### src/rtl/ghr_checkpoint_ctrl.sv
// Speculative global-history register with an in-order checkpoint FIFO.
// Predictions shift into the GHR at DEC; EX resolution retires or restores from the oldest checkpoint.
module ghr_checkpoint_ctrl #(
   parameter int BPRED_WIDTH = 32,
   parameter int DEPTH       = 4,
   parameter int PTR_W       = 2
) (
   input  logic                   i_Clk,
   input  logic                   i_Reset,
   input  logic                   i_DEC_Is_Branch,
   input  logic                   i_Prediction,
   input  logic                   i_ALU_Branch_Valid,
   input  logic                   i_ALU_Branch_Outcome,
   output logic [BPRED_WIDTH-1:0] o_Global_History,
   output logic                   o_Stall_Full,
   output logic                   o_Mispredict,
   output logic [PTR_W:0]         o_Count,
   output logic                   o_Error
);

   localparam logic [PTR_W:0]   CNT_FULL = (PTR_W+1)'(DEPTH);
   localparam logic [PTR_W:0]   CNT_ONE  = (PTR_W+1)'(1);
   localparam logic [PTR_W-1:0] PTR_ONE  = (PTR_W)'(1);

   logic [BPRED_WIDTH-1:0] ghr_q, ghr_d;
   logic [PTR_W:0]         count_q, count_d;
   logic [PTR_W-1:0]       rd_ptr_q, rd_ptr_d;
   logic [PTR_W-1:0]       wr_ptr_q, wr_ptr_d;
   logic                   mis_q, mis_d;
   logic                   err_q, err_d;

   logic [BPRED_WIDTH-1:0] hist_q [DEPTH];
   logic [DEPTH-1:0]       pred_q;

   logic                   full;
   logic                   empty;
   logic [BPRED_WIDTH-1:0] rd_hist;
   logic                   rd_pred;
   logic                   pop_ok;
   logic                   mis;
   logic                   push;

   always_comb begin
      full    = (count_q == CNT_FULL);
      empty   = (count_q == '0);
      rd_hist = hist_q[rd_ptr_q];
      rd_pred = pred_q[rd_ptr_q];
      pop_ok  = i_ALU_Branch_Valid & ~empty & (i_ALU_Branch_Outcome == rd_pred);
      mis     = i_ALU_Branch_Valid & ~empty & (i_ALU_Branch_Outcome != rd_pred);
      // A branch in DEC during a mispredict is on the wrong path and never checkpointed.
      push    = i_DEC_Is_Branch & (~full | pop_ok) & ~mis;
   end

   always_comb begin
      ghr_d    = ghr_q;
      count_d  = count_q;
      rd_ptr_d = rd_ptr_q;
      wr_ptr_d = wr_ptr_q;
      mis_d    = mis;
      err_d    = err_q;

      if (mis) begin
         ghr_d    = {rd_hist[BPRED_WIDTH-2:0], i_ALU_Branch_Outcome};
         count_d  = '0;
         rd_ptr_d = wr_ptr_q;
      end else begin
         if (push) begin
            ghr_d    = {ghr_q[BPRED_WIDTH-2:0], i_Prediction};
            wr_ptr_d = wr_ptr_q + PTR_ONE;
         end
         if (pop_ok) begin
            rd_ptr_d = rd_ptr_q + PTR_ONE;
         end
         unique case ({push, pop_ok})
            2'b10:   count_d = count_q + CNT_ONE;
            2'b01:   count_d = count_q - CNT_ONE;
            default: count_d = count_q;
         endcase
      end

      // Protocol violations latch until reset; the offending operation has no other effect.
      if (i_ALU_Branch_Valid & empty) begin
         err_d = 1'b1;
      end
      if (i_DEC_Is_Branch & full & ~pop_ok & ~mis) begin
         err_d = 1'b1;
      end
   end

   always_ff @(posedge i_Clk or negedge i_Reset) begin
      if (!i_Reset) begin
         ghr_q    <= '0;
         count_q  <= '0;
         rd_ptr_q <= '0;
         wr_ptr_q <= '0;
         mis_q    <= 1'b0;
         err_q    <= 1'b0;
      end else begin
         ghr_q    <= ghr_d;
         count_q  <= count_d;
         rd_ptr_q <= rd_ptr_d;
         wr_ptr_q <= wr_ptr_d;
         mis_q    <= mis_d;
         err_q    <= err_d;
      end
   end

   // Checkpoint payload is only meaningful while counted, so it carries no reset.
   always_ff @(posedge i_Clk) begin
      if (push) begin
         hist_q[wr_ptr_q] <= ghr_q;
         pred_q[wr_ptr_q] <= i_Prediction;
      end
   end

   assign o_Global_History = ghr_q;
   assign o_Stall_Full     = full;
   assign o_Mispredict     = mis_q;
   assign o_Count          = count_q;
   assign o_Error          = err_q;

endmodule

### config.mk
export PLATFORM = sky130hd
export DESIGN_NAME = ghr_checkpoint_ctrl
export DESIGN_NICKNAME = d
export VERILOG_FILES = /design/src/rtl/ghr_checkpoint_ctrl.sv
export SDC_FILE = /design/constraint.sdc
export NUM_CORES = 1
export LEC_CHECK = 0
export CAP_MARGIN = 20
export CORE_UTILIZATION = 47
export CTS_CLUSTER_DIAMETER = 30
export DETAILED_ROUTE_END_ITERATION = 8
export GPL_ROUTABILITY_DRIVEN = 0
export GPL_TIMING_DRIVEN = 0
export PLACE_DENSITY = 0.76
export RECOVER_POWER = 50
export SLEW_MARGIN = 25
export SYNTH_ARGS = -nofsm -noshare
export SYNTH_HDL_FRONTEND = slang
export SYNTH_SLANG_ARGS = --single-unit
### constraint.sdc
create_clock -name i_Clk -period 3.9 [get_ports i_Clk]
set_input_delay 0.78 -clock i_Clk [delete_from_list [all_inputs] [get_ports i_Clk]]
set_output_delay 0.78 -clock i_Clk [all_outputs]
set_load 0.03 [all_outputs]
---- Yosys cells after proc, flatten, opt, wreduce, memory -nomap -nowiden ----
Memory sizes are Yosys's and may differ from the RTL's.
Cells that the tools add are included.
word-level totals
  register bits after elaboration ......... 45
  bits in latches ......................... 0
  RAM bits ................................ 128
  bits in read-only memories .............. 0
  memories kept ........................... 1
operators by class
  add/sub/neg operators ................... 4
  multiply operators ...................... 0
  div/mod/pow operators ................... 0
  order comparisons ....................... 3
  equality and inequality tests ........... 5
  shift operators ......................... 0
  mux-type cells .......................... 15
  bitwise logic cells ..................... 14
  reduce and logical (&&, ||, !) cells .... 7
memories
  memory  depth  bits a word  read ports  clocked after memory_dff  wr ports  RTL line  RTL
  hist_q  4      32           1           0                         1         32        logic [BPRED_WIDTH-1:0] hist_q [DEPTH];
operators with widths
  kind                                                                   number
  32-bit two-way mux                                                     2
  1-bit bitwise AND                                                      9
  2-bit by 3-bit < comparator with 1-bit output, second input constant   2
  1-bit two-way mux                                                      6
  3-bit one-hot mux with 2 select lines                                  1
  2-bit nonzero test                                                     3
  2-bit by 1-bit adder with 2-bit output, second input constant          2
  4-bit bitwise mux                                                      1
  2-bit two-way mux                                                      2
  1-bit inverter                                                         4
  3-bit by 1-bit adder with 3-bit output, second input constant          1
  3-bit == test, second input constant                                   1
  3-bit logical NOT                                                      1
  3-bit two-way mux                                                      1
  3-bit nonzero test                                                     1
  3-bit by 1-bit subtractor with 3-bit output, second input constant     1
  1-bit binary-select mux with 2-bit select                              1
  1-bit demux with 2-bit select                                          1
  2-bit by 1-bit == test with 1-bit output, second input constant        1
  2-bit == test, second input constant                                   1
  2-bit by 1-bit >= comparator with 1-bit output, second input constant  1
  2-bit AND reduction                                                    1
  1-bit == test                                                          1
  1-bit logical AND                                                      1
  2 further kinds                                                        2

---- Longest topological paths before layout ----
Gate-level depths: netlist of run 1.
  word-level depth ........................ 10
  gate-level depth with buffers ........... 11
  gate-level depth less buffers ........... 8

---- Worst setup path before layout of run 1 ----
OpenSTA, ideal clock, no wires.
  kind .................................... register to register
  start point ............................. register count_q[0] (netlist: o_Count[0])
  end point ............................... memory hist_q[0][0] (enable)
  library setup time ...................... 0.392 ns
  data arrival time ....................... 2.391 ns
  data required time ...................... 3.508 ns
  path slack .............................. 1.117 ns
  stages on the path, launching flop included .. 6
  buffers on the path ..................... 2
  cells stage by stage .................... dfrtp_1 -> clkbuf_1 -> nor4b_1 -> nor2_1 -> clkbuf_1 -> and3_1
on the way
  longest elaborated chain between the ends .. 9
RTL lines
  item                                       RTL line  RTL
  start: declaration                         26        logic [PTR_W:0] count_q, count_d;
  start signal: assignment                   100       count_q <= count_d;
  3-bit logical NOT                          45        empty = (count_q == '0);
  1-bit inverter                             48, 49
  1-bit bitwise AND                          48, 49
  1-bit bitwise AND                          48        pop_ok = i_ALU_Branch_Valid & ~empty & (i_ALU_Branch_Outcome == rd_pred);
  1-bit OR                                   51        push = i_DEC_Is_Branch & (~full | pop_ok) & ~mis;
  1-bit bitwise AND                          51
  1-bit bitwise AND *                        51
  1-bit two-way mux *                        110       if (push) begin
  1-bit two-way mux (implied by the code) *  111       hist_q[wr_ptr_q] <= ghr_q;
  end: declaration                           32
Mark *: on every way between the ends. The rest lies on a longest branch, timed or not.

---- Final worst setup path of run 1 ----
  start point ............................. register rd_ptr_q[1]
  end point ............................... memory hist_q[0][13] (enable)
on the way
  longest elaborated chain between the ends .. 9
RTL lines
  item                                         RTL line  RTL
  start: declaration                           27        logic [PTR_W-1:0] rd_ptr_q, rd_ptr_d;
  start signal: assignment                     101       rd_ptr_q <= rd_ptr_d;
  1-bit binary-select mux with 2-bit select *  47        rd_pred = pred_q[rd_ptr_q];
  1-bit two-way mux (implied by the code) *    47
  1-bit == test                                48
  1-bit bitwise AND                            48
  1-bit OR                                     51
  1-bit bitwise AND                            51
  1-bit bitwise AND *                          51
  1-bit two-way mux *                          110
  1-bit two-way mux (implied by the code) *    111
Mark *: on every way between the ends. The rest lies on a longest branch, timed or not. The select of a mux whose other input is x is not followed.

==> results of run 1 <==
-- metrics by stage --
step | worst slack (ps) | power, mW | instances | util [%]
3_3_place_gp | -483 | 5.60 | 648 | 53.4
5_1_grt | 387 | 7.73 | 685 | 58.3
2_1_floorplan | 1120 | 4.74 | 425 | -
4_1_cts | 698 | 7.45 | 685 | 58.6
6_report | 553 | 7.37 | 685 | 58.3
3_5_place_dp | 265 | 5.79 | 653 | 54.4
-- state kept, by name (all words and copies together) (netlist names) --
register and cells:
hist_q 124, o_Global_History 32, pred_q 4, o_Count 3, rd_ptr_q 2, wr_ptr_q 2
o_Error 1, o_Mispredict 1
-- routing by layer --
layer | up-vias | wire length (um) | share of wire, % | GRT usage [%]
met4 | 0 | 261 | 1.8 | 9.22
met3 | 25 | 922 | 6.5 | 4.74
li1 | 1776 | - | - | -
met2 | 162 | 7050 | 50 | 33.2
met1 | 2079 | 5950 | 42 | 27.5
met5 | - | 0 | 0 | 0
-- cell usage in the layout, fill, tap and decap left out, types with 2 or more instances in the layout --
master	Yosys	final
edfxtp_1	128	128
nand2_1	71	71
dfrtp_1	41	41
a31oi_1	34	34
mux4_2	32	32
nor3_1	32	32
clkdlybuf4s50_1	0	29
clkbuf_1	14	18
clkbuf_16	0	17
dlygate4sd3_1	0	13
buf_2	9	9
inv_1	7	7
buf_6	6	6
o21ai_0	5	6
nor2_1	5	5
clkinvlp_4	0	5
and3_2	0	4
ha_1	4	4
buf_16	0	4
clkinv_4	0	3
xnor2_1	1	2
nand3_1	2	2
a21oi_1	2	2
mux2i_1	2	2
inv_6	0	2
bufinv_16	0	2
-- cell families (layout without fill, tap and decap cells) --
family | Yosys count | in the layout | share of synthesized area (%)
flops | 169 | 169 | 71.5
mux | 35 | 35 | 11.0
xor+xnor | 3 | 3 | 0.496
compound gates | 55 | 55 | 5.25
buf+inv | 38 | 118 | 2.98
simple gates | 120 | 120 | 7.72
fa+ha+maj | 5 | 5 | 1.03
-- area by class of cell --
class / count / area [um^2]
buffer: 30 / 169
clock buffer: 19 / 443
clock inverter: 13 / 146
sequential: 169 / 4870
timing repair buffer: 48 / 538
inverter: 8 / 30.0
multi-input combinational: 218 / 1740
tap: 180 / 225
fill: 1072 / 5830
-- power by group through the flow --
| stage | Clock (mW) | Sequential (mW) | Combinational [mW] |
|---|---|---|---|
| 6_report | 1.66 | 3.12 | 2.59 |
| 5_1_grt | 1.75 | 3.20 | 2.78 |
| 4_1_cts | 1.68 | 3.13 | 2.65 |
| 3_5_place_dp | 0 | 3.16 | 2.63 |
| 3_3_place_gp | 0 | 3.11 | 2.48 |
| 2_1_floorplan | 0 | 3.39 | 1.35 |
-- critical path, delay by kind of cell (launching register included) --
family | cells | cell delay, ps
flip-flops | 1 | 330
AND/OR/NAND/NOR | 2 | 810
multiplexers | 1 | 430
buffers and inverters | 3 | 1020
XOR/XNOR | 1 | 450
-- worst paths after layout --
kind | end
worst min-delay path | o_Error$_DFFE_PN0P_
worst min register to register | o_Error$_DFFE_PN0P_
min in group asynchronous | o_Global_History[30]$_DFFE_PN0P_
worst max register to register | hist_q[0][13]$_DFFE_PP_
max in group asynchronous | o_Global_History[11]$_DFFE_PN0P_
worst max-delay path | hist_q[0][13]$_DFFE_PP_
==> results by group, run 1 <==
Drt
  – Routed len/inst: slightly above 20 um
  – Iter 0 DRT Violations: slightly below 400
  – TritonRoute pass-1 iters: 5
  – Post-Route WL: 14200 um
  – DR vias: between 4000 and 5000
  – Drt via density: ~5.9
  – ANT nets after route: 0
  – DRC viols: 0

Worst setup path
  – Crit Path Max Fanout: 18
  – CP peak stage delay: ~630 ps
  – Setup crit start kind: flop
  – FF-to-FF path depth: 7
  – Setup crit start: rd_ptr_q[1]$_DFFE_PN0P_
  – Crit path DAT: ~3500 ps
  – CP dominant cell by count: clkbuf_1
  – WS Path Type: reg -> reg
  – Slowest CP cell: and3_2
  – Cell chain of the critical path: clkbuf_1 > mux4_2 > xnor2_1 > nand2b_1 > clkbuf_1 > and3_2 > buf_16
  – Worst Setup End Kind: flop
  – Req. time, crit path: ~4000 ps
  – Worst R2R Setup Slack: between 500 and 600 ps
  – RR Startpoint: rd_ptr_q[1]$_DFFE_PN0P_

Place
  – Placed inst area: 7600 um^2
  – Port bufs: 43
  – Hpwl dp: ~8900 um

CTS
  – # clock sinks: roughly 170
  – Max Root-Sink Buffers: 2
  – CTS Root Cell: clkbuf_16
  – Post-CTS Hold Fix Bufs: 0
  – CTS tree: done
  – Reg clk slew, reported paths: approximately 60 ps
  – Clk Latency, worst-skew pair: about 430 ps
  – Max H-tree Level: 4
  – Post-CTS Repair Setup Buffers: 0
  – Post_cts resized: 0
  – CTS Buf Count: 17

Timing
  – Slew margin rel.: approximately 17%
  – Final period util: 85.8%
  – F_max: approximately 300 MHz
  – Pins over their slew limit: 0
  – Final setup violation count: 0
  – Final Hold Fails: 0
  – Final hold slack: 457 ps
  – Skew final: roughly 12 ps
  – Least-Margin Pin Slew: roughly 1200 ps
  – RSZ-0062 raised after global routing: false
  – Setup TNS Final: 0 ps
  – Post-layout minimum cycle time: approximately 3300 ps

Synth
  – Yosys warns: 0
  – Synth area leader: edfxtp_1
  – Top-count cell post-synth: edfxtp_1
  – Register area share after synthesis: between 70 and 80%
  – Asr flop ratio synth: 24.3%
  – Top cells by count, synth: 128 x edfxtp_1, 71 x nand2_1, 41 x dfrtp_1, 34 x a31oi_1
  – Top cells by area, synth: edfxtp_1 56%, dfrtp_1 15%, mux4_2 11%, nand2_1 3.9%, a31oi_1 3.1%
  – Syn avg cell area: 16.0 um^2
  – Net Count, Synth: between 400 and 500
  – Post-synthesis cell area: about 6800 um^2
  – Post-Synthesis Cells: ~430
  – Share of the synthesized area in the top cell type: 56.4%
  – Ys flop type: edfxtp_1
  – Register bit total from synthesis: between 150 and 200
  – Synth cell types: 42
  – Number of synthesized flops with an enable pin: 128

Global route
  – First-pass GRT wire length: between 20000 and 25000 um
  – GR Overflow Total: 0
  – Initial antenna violation count: 0
  – Largest net degree at the start of global routing: 22
  – Number of global-route vias before repair: between 4000 and 5000
  – GRT Util Overall: 20.8%

Floorplanning
  – Initial Util: 48.7%
  – Die height: 122 um
  – I/O pin count: 44
  – DIE AREA: around 15000 um^2
  – FP Rows: 43
  – Core area: roughly 14000 um^2
  – Width of the die: about 120 um

Power and ir drop
  – Peak supply drop: 429 uV
  – Combinational Power Share: a little over a third
  – Reg power frac: 42.4%
  – Static Leak: between 2 and 3 nW
  – Switching pwr: roughly 2.6 mW
  – Power Density: around 900 nW/um^2
  – Sw Ratio: approximately 35%
  – Internal: between 4 and 5 mW
  – Clock power share: around 23%

Hold path
  – Worst Hold Launch: o_Error$_DFFE_PN0P_
  – Hold Crit Class: reg -> reg
  – Hold Path Cell Cnt: 1

Outcome
  – Outcome: finished, final reports clean

Finish
  – Diode count: 0
  – Area growth, synth to finish: 19.8%
  – Layout Nets: 503
  – Finished Cell Area: 8160 um^2
  – Layout cell share with drive strength beyond 1: ~18%

Run
  – Max Cap Viol: 0
Power figures use the tool's default switching activity.
==> run 2, diff against run 1 <==
CORE_UTILIZATION = 30   (was 47)
CTS_CLUSTER_DIAMETER = unset   (was 30)
PLACE_DENSITY = 0.56   (was 0.76)
==> run 2 against run 1 <==
  * Highest routed layer unchanged
  * Worst hold slack improved by 1.8 ps
  * The flow now finishes with violations (design-rule violations, max-capacitance violations, max-slew violations)
  * Largest cell class unchanged
  * Combinational power about the same
  * Sequential power is essentially flat
==> results by group, run 2 (synthesis gave the netlist of run 1 again) <==
Outcome
  – Outcome: complete, but fails checks
  – Violated checks: design-rule violations, max-capacitance violations, max-slew violations

Finish
  – Layout cell share with drive strength beyond 1: 17.5%
  – Commonest non-fill, non-tap cells in the layout: 128 x edfxtp_1, 71 x nand2_1, 41 x dfrtp_1, 34 x a31oi_1
  – Diode count: 0
  – Layout Nets: 502
  – Largest register FFs: about 120
  – Area growth, synth to finish: 20.6%
  – Final Non-Filler Cells: about 800
  – Biggest register: hist_q
  – Most common cell after layout, fill and taps aside: edfxtp_1
  – Final Core Density: between 30% and 40%
  – # fillers: around 2100

CTS
  – Max Root-Sink Buffers: 2
  – Clk Latency, worst-skew pair: 430 ps
  – CTS tree: done
  – Reg clk slew, reported paths: around 70 ps
  – CTS Root Cell: clkbuf_16
  – Post_cts resized: 0
  – Post-CTS Hold Fix Bufs: 0
  – Max H-tree Level: 4
  – CTS Buf Count: 17
  – # clock sinks: between 150 and 200
  – Post-CTS Repair Setup Buffers: 0

Power and ir drop
  – Peak supply drop: between 400 and 500 uV
  – Clock power share: 21.8%
  – Power Density: slightly below 900 nW/um^2
  – Power Total: just over 7 mW
  – Reg power frac: approximately 43%
  – Switching pwr: roughly 2.6 mW
  – Combinational Power Share: a little over a third
  – Sw Ratio: 36.1%
  – Static Leak: 2.84 nW
  – Internal: around 4.7 mW

Drt
  – DR vias: around 3900
  – Post-Route WL: between 10000 and 15000 um
  – TritonRoute pass-1 iters: 6
  – DRC viols: 2
  – Drt via density: about 5.0
  – ANT nets after route: 0
  – Iter 0 DRT Violations: 331
  – Routed len/inst: between 15 and 20 um

Floorplanning
  – Initial Util: 30.9%
  – Core area: 22000 um^2
  – I/O pin count: between 40 and 50
  – DIE AREA: about 23000 um^2
  – FP Rows: 54
  – Width of the die: approximately 150 um
  – Die height: about 150 um

Worst setup path
  – Slowest CP cell: xnor2_1
  – Req. time, crit path: about 4200 ps
  – Setup crit start kind: flop
  – Crit path DAT: ~3700 ps
  – Crit Path Max Fanout: 10
  – Worst Setup End Kind: flop
  – CP peak stage delay: roughly 550 ps
  – Worst R2R Setup Slack: around 480 ps
  – CP dominant cell by count: buf_6
  – Cell chain of the critical path: clkbuf_1 > mux4_2 > xnor2_1 > buf_6 > buf_6 > nand2_1 > inv_1 > fa_1 > o21ai_0 > a21oi_1 > a211o_1
  – WS Path Type: reg -> reg

Timing
  – RSZ-0062 raised after global routing: false
  – Post-layout minimum cycle time: 3420 ps
  – Least-Margin Pin Slew: 2510 ps
  – Final setup violation count: 0
  – Final period util: 87.7%
  – F_max: 293 MHz
  – Slew margin rel.: -67.3%
  – Pins over their slew limit: between 40 and 50
  – Final Hold Fails: 0
  – Skew final: 6.96 ps

Place
  – Cell count after placement: 752
  – Hpwl dp: 9110 um
  – Port bufs: between 40 and 50

Global route
  – Largest net degree at the start of global routing: 42
  – Number of global-route vias before repair: around 4100
  – First-pass GRT wire length: around 24000 um
  – GR Overflow Total: 0
  – Initial antenna violation count: 0
  – GRT Util Overall: a little over an eighth

Run
  – Max Cap Viol: 1

Hold path
  – Hold Crit Class: reg -> reg
run 2: cell type report:
| type | instances | area (um^2) | area share (%) |
|---|---|---|---|
| clock buffers | 19 | 433 | 5.27 |
| flip-flops and latches | 169 | 4870 | 59.3 |
| repair buffers | 47 | 512 | 6.23 |
| multi-input cells | 218 | 1740 | 21.1 |
| plain buffers | 30 | 165 | 2.01 |
| well taps | 280 | 350 | 4.26 |
| clock inverters | 13 | 119 | 1.45 |
| inverters | 8 | 30.0 | 0.366 |
run 2: power by group through the flow:
stage | clock network, mW | registers [mW] | logic [mW]
3_5_place_dp | 0 | 3.16 | 2.64
5_1_grt | 1.69 | 3.20 | 2.79
4_1_cts | 1.63 | 3.13 | 2.65
6_report | 1.59 | 3.11 | 2.58
3_3_place_gp | 0 | 3.13 | 2.55
2_1_floorplan | 0 | 3.39 | 1.35
run 2: critical path: cells and delay by family (launching register included):
kind            cells  cell delay [ps]
compound gates      3              580
flops               1              320
fa+ha+maj           1              450
mux                 1              430
buf+inv             4              870
xor+xnor            1              550
simple gates        1               90
run 2: per-layer routing:
metal / vias up / wire [um] / GRT usage, %
met5: - / 0 / 0
met3: 15 / 695 / 3.58
met4: 0 / 182 / 4.33
li1: 1775 / - / -
met1: 2037 / 6740 / 18.0
met2: 113 / 7260 / 22.0
run 2: final timing paths:
kind,cells after the start,from,to
max,11,rd_ptr_q[1]$_DFFE_PN0P_,o_Count[1]$_DFFE_PN0P_
min,1,o_Error$_DFFE_PN0P_,o_Error$_DFFE_PN0P_
max reg2reg,11,rd_ptr_q[1]$_DFFE_PN0P_,o_Count[1]$_DFFE_PN0P_
min reg2reg,1,o_Error$_DFFE_PN0P_,o_Error$_DFFE_PN0P_
max in group asynchronous,1,i_Reset,o_Global_History[20]$_DFFE_PN0P_
min in group asynchronous,1,i_Reset,o_Global_History[1]$_DFFE_PN0P_
run 2: metrics by stage:
stage	hold WS [ps]	instance area, um^2	setup TNS (ps)	setup WS (ps)
finish	459	8220	0	481
global route	492	8220	0	262
CTS	364	8230	0	673
detailed placement	451	7680	0	204
global placement	451	7590	-81450	-648
floorplan	484	6810	0	1120
